### src/rtl/fpmul_pkg.sv
// Shared types and constants for the parameterised floating-point multiplier.
// Latency: n/a (package only).
// Backpressure: n/a (package only).
package fpmul_pkg;

  // Widest format the constant helpers below can build.
  localparam int MAX_W = 64;

  typedef enum logic [2:0] {
    ST_IDLE,
    ST_UNPACK,
    ST_MULT,
    ST_NORM,
    ST_ROUND,
    ST_DONE
  } state_t;

  // Bit positions inside flags = {invalid, overflow, underflow, inexact}.
  localparam int FLG_INVALID   = 3;
  localparam int FLG_OVERFLOW  = 2;
  localparam int FLG_UNDERFLOW = 1;
  localparam int FLG_INEXACT   = 0;

  function automatic int ceil_div(input int num, input int den);
    return (num + den - 1) / den;
  endfunction

  // Unsigned infinity: exponent all ones, fraction zero, sign clear.
  function automatic logic [MAX_W-1:0] inf_mag(input int exp_w, input int frac_w);
    logic [MAX_W-1:0] r;
    r = '0;
    for (int i = 0; i < exp_w; i++) begin
      r[frac_w+i] = 1'b1;
    end
    return r;
  endfunction

  // Canonical quiet NaN: sign 0, exponent all ones, only the fraction MSB set.
  function automatic logic [MAX_W-1:0] canon_nan(input int exp_w, input int frac_w);
    logic [MAX_W-1:0] r;
    r = inf_mag(exp_w, frac_w);
    r[frac_w-1] = 1'b1;
    return r;
  endfunction

endpackage

### src/rtl/fpmul_mant_iter.sv
// Iterative shift-add unsigned multiplier, RADIX multiplier bits retired per step.
// Latency: one load cycle plus ceil(bits/RADIX) step cycles; product is exact once the multiplier is exhausted.
// Backpressure: none; the controller owns load/step sequencing.
// Ports: clk; load captures mcand/mplier and clears the accumulator; step retires one digit;
//        product is the running accumulator (2*N bits).
module fpmul_mant_iter #(
  parameter int N     = 24,
  parameter int RADIX = 4
) (
  input  logic           clk,
  input  logic           load,
  input  logic           step,
  input  logic [N-1:0]   mcand,
  input  logic [N-1:0]   mplier,
  output logic [2*N-1:0] product
);

  logic [2*N-1:0] acc;
  logic [2*N-1:0] mcand_sh;
  logic [N-1:0]   mplier_q;
  logic [2*N-1:0] partial;

  // The multiplicand is shifted left instead of shifting the accumulator right, so the
  // accumulator holds the exact product after any number of steps. Reduced-precision
  // operands are right-justified and simply need fewer steps.
  assign partial = mcand_sh * {{(2*N-RADIX){1'b0}}, mplier_q[RADIX-1:0]};

  always_ff @(posedge clk) begin
    if (load) begin
      acc      <= '0;
      mcand_sh <= {{N{1'b0}}, mcand};
      mplier_q <= mplier;
    end else if (step) begin
      acc      <= acc + partial;
      mcand_sh <= mcand_sh << RADIX;
      mplier_q <= mplier_q >> RADIX;
    end
  end

  assign product = acc;

endmodule

### src/rtl/fpmul_param.sv
// Multi-cycle IEEE-style multiplier with full or reduced precision selectable per operation.
// Latency: done asserts M+3 edges after the edge that accepts start (M = mantissa steps for the mode).
// Backpressure: start is only accepted in IDLE; requests while busy are dropped.
// Ports: Clock, reset (sync, active low); start/mode/A/B request; Product/flags registered
//        result held until the next done; done one-cycle pulse; busy high outside IDLE.
module fpmul_param
  import fpmul_pkg::*;
#(
  parameter int EXP_W    = 8,
  parameter int FRAC_W   = 23,
  parameter int FRAC_R_W = 7,
  parameter int RADIX    = 4
) (
  input  logic                    Clock,
  input  logic                    reset,
  input  logic                    start,
  input  logic                    mode,
  input  logic [EXP_W+FRAC_W:0]   A,
  input  logic [EXP_W+FRAC_W:0]   B,
  output logic [EXP_W+FRAC_W:0]   Product,
  output logic                    done,
  output logic                    busy,
  output logic [3:0]              flags
);

  localparam int W      = 1 + EXP_W + FRAC_W;
  localparam int N      = FRAC_W + 1;
  localparam int PW     = 2 * N;
  localparam int D      = FRAC_W - FRAC_R_W;
  localparam int EW     = EXP_W + 2;
  localparam int M_FULL = ceil_div(FRAC_W + 1, RADIX);
  localparam int M_RED  = ceil_div(FRAC_R_W + 1, RADIX);
  localparam int CW     = $clog2(M_FULL + 1);

  localparam logic [EW-1:0] BIAS     = EW'((1 << (EXP_W - 1)) - 1);
  localparam logic [EW-1:0] EMAX     = EW'((1 << EXP_W) - 1);
  localparam logic [W-1:0]  RED_MASK = {W{1'b1}} << D;
  localparam logic [W-1:0]  NAN_VAL  = W'(canon_nan(EXP_W, FRAC_W));
  localparam logic [W-1:0]  INF_VAL  = W'(inf_mag(EXP_W, FRAC_W));

  // Normalised product keeps its hidden bit at PW-1; these mark the result LSB.
  localparam logic [PW-1:0] KEEP_F = {PW{1'b1}} << (FRAC_W + 1);
  localparam logic [PW-1:0] KEEP_R = {PW{1'b1}} << (FRAC_W + 1 + D);
  localparam logic [PW-1:0] INC_F  = PW'(1) << (FRAC_W + 1);
  localparam logic [PW-1:0] INC_R  = PW'(1) << (FRAC_W + 1 + D);

  state_t state, state_nxt;

  logic [W-1:0]  a_q, b_q;
  logic          mode_q;
  logic [CW-1:0] cnt;
  logic          sign_q;
  logic [EW-1:0] exp_q;
  logic          spec_q;
  logic [W-1:0]  spec_res_q;
  logic [3:0]    spec_flg_q;
  logic [PW-1:0] pn_q;
  logic [PW-1:0] prod;

  // ---------------------------------------------------------------- control
  always_comb begin
    state_nxt = state;
    unique case (state)
      ST_IDLE:   if (start) state_nxt = ST_UNPACK;
      ST_UNPACK: state_nxt = ST_MULT;
      ST_MULT:   if (cnt == (mode_q ? CW'(M_FULL - 1) : CW'(M_RED - 1))) state_nxt = ST_NORM;
      ST_NORM:   state_nxt = ST_ROUND;
      ST_ROUND:  state_nxt = ST_DONE;
      ST_DONE:   state_nxt = ST_IDLE;
      default:   state_nxt = ST_IDLE;
    endcase
  end

  assign done = (state == ST_DONE);
  assign busy = (state != ST_IDLE);

  // ---------------------------------------------------------------- unpack
  logic [EXP_W-1:0]  ea, eb;
  logic [FRAC_W-1:0] fa, fb;
  logic              a_zero, b_zero, a_inf, b_inf, a_nan, b_nan, s_res;
  logic [N-1:0]      ma, mb;

  always_comb begin
    ea     = a_q[W-2:FRAC_W];
    eb     = b_q[W-2:FRAC_W];
    fa     = a_q[FRAC_W-1:0];
    fb     = b_q[FRAC_W-1:0];
    s_res  = a_q[W-1] ^ b_q[W-1];
    a_zero = (ea == '0);
    b_zero = (eb == '0);
    a_inf  = (&ea) && (fa == '0);
    b_inf  = (&eb) && (fb == '0);
    a_nan  = (&ea) && (fa != '0);
    b_nan  = (&eb) && (fb != '0);
    // Reduced mantissas are right-justified so the multiplier finishes in M_RED steps.
    ma     = mode_q ? {1'b1, fa} : ({1'b1, fa} >> D);
    mb     = mode_q ? {1'b1, fb} : ({1'b1, fb} >> D);
  end

  fpmul_mant_iter #(
    .N     (N),
    .RADIX (RADIX)
  ) u_mant (
    .clk     (Clock),
    .load    (state == ST_UNPACK),
    .step    (state == ST_MULT),
    .mcand   (ma),
    .mplier  (mb),
    .product (prod)
  );

  // ---------------------------------------------------------------- normalise
  logic [PW-1:0] prod_al;
  logic          nrm_carry;

  always_comb begin
    // Reduced product sits 2*D bits low; realign so both modes share one layout.
    prod_al   = mode_q ? prod : (prod << (2 * D));
    nrm_carry = prod_al[PW-1];
  end

  // ---------------------------------------------------------------- datapath
  always_ff @(posedge Clock) begin
    case (state)
      ST_IDLE: begin
        if (start) begin
          a_q    <= mode ? A : (A & RED_MASK);
          b_q    <= mode ? B : (B & RED_MASK);
          mode_q <= mode;
        end
      end
      ST_UNPACK: begin
        cnt        <= '0;
        sign_q     <= s_res;
        exp_q      <= {2'b00, ea} + {2'b00, eb} - BIAS;
        spec_q     <= a_nan | b_nan | a_inf | b_inf | a_zero | b_zero;
        spec_flg_q <= '0;
        if (a_nan || b_nan || (a_inf && b_zero) || (a_zero && b_inf)) begin
          spec_res_q              <= NAN_VAL;
          spec_flg_q[FLG_INVALID] <= 1'b1;
        end else if (a_inf || b_inf) begin
          spec_res_q <= {s_res, INF_VAL[W-2:0]};
        end else begin
          spec_res_q <= {s_res, {(W-1){1'b0}}};
        end
      end
      ST_MULT: cnt <= cnt + 1'b1;
      ST_NORM: begin
        pn_q  <= nrm_carry ? prod_al : (prod_al << 1);
        exp_q <= exp_q + EW'(nrm_carry);
      end
      default: ;
    endcase
  end

  // ---------------------------------------------------------------- round
  logic [PW-1:0] keep, inc, low;
  logic          guard, rest, lsb, rnd_up;
  logic [PW:0]   sum;
  logic [EW-1:0] exp_r;
  logic [W-1:0]  res;
  logic [3:0]    flg;

  always_comb begin
    keep   = mode_q ? KEEP_F : KEEP_R;
    inc    = mode_q ? INC_F  : INC_R;
    low    = pn_q & ~keep;
    guard  = |(low & (inc >> 1));
    rest   = |(low & ~(inc >> 1));
    lsb    = |(pn_q & inc);
    rnd_up = guard & (lsb | rest);
    sum    = {1'b0, pn_q & keep} + (rnd_up ? {1'b0, inc} : '0);
    // A rounding carry leaves an all-zero fraction, so only the exponent needs fixing.
    exp_r  = exp_q + EW'(sum[PW]);
    res    = {sign_q, exp_r[EXP_W-1:0], sum[PW-2:FRAC_W+1]};
    flg    = '0;
    flg[FLG_INEXACT] = guard | rest;
    if (spec_q) begin
      res = spec_res_q;
      flg = spec_flg_q;
    end else if (!exp_r[EW-1] && (exp_r >= EMAX)) begin
      res = {sign_q, INF_VAL[W-2:0]};
      flg[FLG_OVERFLOW] = 1'b1;
      flg[FLG_INEXACT]  = 1'b1;
    end else if (exp_r[EW-1] || (exp_r == '0)) begin
      res = {sign_q, {(W-1){1'b0}}};
      flg[FLG_UNDERFLOW] = 1'b1;
      flg[FLG_INEXACT]   = 1'b1;
    end
  end

  logic unused_sum_bits;
  assign unused_sum_bits = ^{sum[PW-1], sum[FRAC_W:0]};

  // ---------------------------------------------------------------- state / outputs
  always_ff @(posedge Clock) begin
    if (!reset) begin
      state   <= ST_IDLE;
      Product <= '0;
      flags   <= '0;
    end else begin
      state <= state_nxt;
      if (state == ST_ROUND) begin
        Product <= res;
        flags   <= flg;
      end
    end
  end

endmodule
### config.mk
export PLATFORM = sky130hd
export DESIGN_NAME = fpmul_param
export DESIGN_NICKNAME = d
export VERILOG_FILES = /design/src/rtl/fpmul_pkg.sv /design/src/rtl/fpmul_mant_iter.sv /design/src/rtl/fpmul_param.sv
export SDC_FILE = /design/constraint.sdc
export NUM_CORES = 1
export LEC_CHECK = 0
export CAP_MARGIN = 10
export CORE_MARGIN = 4
export CORE_UTILIZATION = 30
export DETAILED_ROUTE_END_ITERATION = 8
export GPL_TIMING_DRIVEN = 0
export PLACE_DENSITY_LB_ADDON = 0.25
export SLEW_MARGIN = 30
export SYNTH_ARGS = -nofsm -noshare
export SYNTH_HDL_FRONTEND = slang
export SYNTH_SLANG_ARGS = --single-unit
### constraint.sdc
create_clock -name Clock -period 6.55 [get_ports Clock]
set_input_delay 1.31 -clock Clock [delete_from_list [all_inputs] [get_ports Clock]]
set_output_delay 1.31 -clock Clock [all_outputs]
set_load 0.02 [all_outputs]
==> results.toml <==
[die]
die_w_um = 263
fp.coreArea_um2 = 64500
design.die.area_um2 = 69200
dieHeight_um = 263
ios = 106
initial_core_util = 0.303
rows = 93

[pwr]
power_density_nw_per_um2 = 441
vdd_drop_max_v = 0.000291
switching_share = 0.431
leakage_nw = 9.18
clock_power_share = 0.210
power_frac_seq = 0.269
power_mw = 10.2
p_sw_mw = 4.38
combPwrFrac = 0.521
intPower_mw = 5.78

[drt]
ant_nets = 0
first_iter_violations = 1176
wl_per_cell_um = 17.9
route.detailed.drc = 0
wl_um = 54700
via_per_inst = 4.85
vias = 14800
dr.pass1.iters = 5

[global_route]
grt_use_total = 0.156
grt_max_degree = 49
grt_antenna_before_repair = 1
grt_pass1_vias = 15200
grt_overflow = 0
grt_pass1_wl_um = 86400

[clock_network]
cts_tree = "built"
cts.clk_slew.worst_paths_ns = 0.06
cts.path.max_buffers = 3
cts_sinks = 291
htreeDepth = 2
cts_root_buf = "clkbuf_16"
cts_made_buffers = 37
clk_latency_ns = 0.56
cts-hold-fix-buffers = 0

[synth]
yosys.area.top_type = "edfxtp_1"
ys_types = 75
syn-instance-count = 2030
async_reset_ff_frac = 0
synthTopCellsByArea = "edfxtp_1 28%, fa_1 14%, dfxtp_1 11%"
syn_nets = 2308
avgSynthCellArea_um2 = 9.61
syn_area_um2 = 19500
synth_flop_cell = "edfxtp_1"
ys_warn_count = 0
synth_edf_count = 180
yosysSeqAreaShare = 0.391
yosys.area.top_type_share = 0.277
synth.ff_latch_count = 291

[status]
status = "completed"

[sta]
fin_skew_ns = 0.0295
rsz0062_at_grt = "no"
worst_pin_slew_ns = 0.946
fin_crit_ns = 6.21
finalHoldViolCount = 0
slew_headroom = 0.369
fmax_mhz = 161
period_share = 0.948
drv_slew = 0
whs_ns = 0.450
setup_viol = 0
finalSetupTns_ns = 0

[final_layout]
layout_commonest_cell = "nand2_1"
stdcell_area_um2 = 23000
layout-drive-gt1-share = 0.0504
nets = 2453
fin_cells = 3058
final_cell_mix = "406 x nand2_1, 180 x edfxtp_1, 147 x a21oi_1, 135 x fa_1, 119 x inv_1"
nFillCells = 6498
n_antenna_cell = 0
area_delta_synth_final_pct = 18.0

[placement]
place_area_um2 = 21700
place_inst = 2994
routabilityCongestion = 0.881
numPortBuffers = 105
dp_hpwl_um = 42900

[hold_path]
hold_path.class = "reg -> reg"

[worst_setup_path]
critPathArrivalTime_ns = 6.63
crit_path_end_kind = "flop"
critPathLaunchType = "flop"
path_class = "reg -> reg"
crit_fanout = 10
required_ns = 6.97

[flow_run]
cap_violations = 0
## cell families after synthesis
kind of cell               share of synthesized area
adders and majority gates                      0.187
AOI/OAI and AO/OA                              0.105
xor gates and xnor gates                      0.0413
muxes                                         0.0335
buffers and inverters                         0.0460
DFF                                            0.391
and+or+nand+nor                                0.196
## cell usage after synthesis, types with 3 or more instances
| library cell | instances |
|---|---|
| inv_1 | 121 |
| and4_1 | 3 |
| a211o_1 | 3 |
| o21a_1 | 7 |
| o21ai_0 | 47 |
| xor2_1 | 36 |
| a221oi_1 | 4 |
| and3_1 | 17 |
| dfxtp_1 | 111 |
| a21oi_2 | 4 |
| mux2i_1 | 62 |
| ha_1 | 75 |
| o211a_1 | 3 |
| a211oi_1 | 19 |
| nor2_1 | 83 |
| buf_2 | 3 |
| mux2_2 | 3 |
| edfxtp_1 | 180 |
| nor3b_1 | 5 |
| buf_6 | 4 |
| or3_1 | 5 |
| nor4_1 | 24 |
| a22oi_1 | 8 |
| and3b_1 | 3 |
| nand4_1 | 18 |
| clkbuf_1 | 82 |
| nor2b_1 | 54 |
| o211ai_1 | 3 |
| nand2_1 | 406 |
| buf_1 | 14 |
| o21ai_1 | 10 |
| nand2b_1 | 7 |
| a211oi_2 | 4 |
| o21bai_1 | 7 |
| a21o_1 | 28 |
| a21oi_1 | 147 |
| nor3_1 | 17 |
| fa_1 | 135 |
| xnor2_1 | 56 |
| nand3_1 | 70 |
| and2_1 | 89 |
| o21ai_2 | 3 |
| a31oi_1 | 10 |
## registers in the layout, indices dropped and copies added (netlist names)
signal           count
pn_q                48
flags                4
Product             32
u_mant.mplier_q     24
spec_res_q           3
b_q                 32
exp_q               10
sign_q               1
state                3
mode_q               1
u_mant.product      48
cnt                  3
a_q                 32
spec_q               1
spec_flg_q           1
u_mant.mcand_sh     48
## final cells by class
type	instances	area, um2	area share
Clock inverter	24	309	0.0134
Tap cell	855	1070	0.0465
Inverter	123	464	0.0202
Clock buffer	43	968	0.0421
Sequential cell	291	7630	0.331
Timing Repair Buffer	109	1150	0.0501
Multi-Input combinational cell	1511	11000	0.478
Buffer	102	425	0.0185
## stage by stage
stage | worst slack [ns] | utilization
floorplan | 1.69 | -
global placement | 0.215 | 0.336
detailed placement | 0.123 | 0.337
CTS | 0.105 | 0.357
global route | 0.0162 | 0.357
finish | 0.342 | 0.357
## worst paths after layout
path / start / cells past startpoint / slack, ns / to
max: u_mant.mplier_q[3] / 17 / 0.34 / u_mant.product[45]
min reg2reg: Product[17] / 2 / 0.45 / Product[17]
max reg2reg: u_mant.mplier_q[3] / 17 / 0.34 / u_mant.product[45]
min: Product[17] / 2 / 0.45 / Product[17]
## repair_timing
action                     CTS  global route
setup endpoints to repair    0             4
buffers inserted             0             0
gates resized for setup      0             0
## power groups by stage
| stage | Combinational [mW] | Sequential [mW] | Clock [mW] |
|---|---|---|---|
| 2_1_floorplan | 4.12 | 2.57 | 0 |
| 3_3_place_gp | 5.21 | 2.75 | 0 |
| 3_5_place_dp | 5.31 | 2.74 | 0 |
| 4_1_cts | 5.34 | 2.71 | 2.20 |
| 5_1_grt | 5.98 | 2.78 | 2.27 |
| 6_report | 5.29 | 2.73 | 2.14 |
## worst max-delay path, stage by stage, from the launching register on
cell	delay (ns)
edfxtp_1	0.85
clkbuf_1	0.69
nand2_1	0.17
fa_1	0.55
fa_1	0.51
fa_1	0.51
inv_1	0.04
ha_1	0.35
a211oi_1	0.37
o211a_1	0.27
o21ai_1	0.13
o21ai_2	0.27
o31ai_2	0.14
a21oi_1	0.42
nand3_1	0.27
a21oi_1	0.27
xor2_1	0.16
o21ai_0	0.08
## routing by layer
metal  global-route usage  routed length (um)
met1                0.214               25400
met2                0.252               24800
met3               0.0301                3100
met4               0.0454                1410
met5                    0                   0
(Power assumes the default switching activity.)
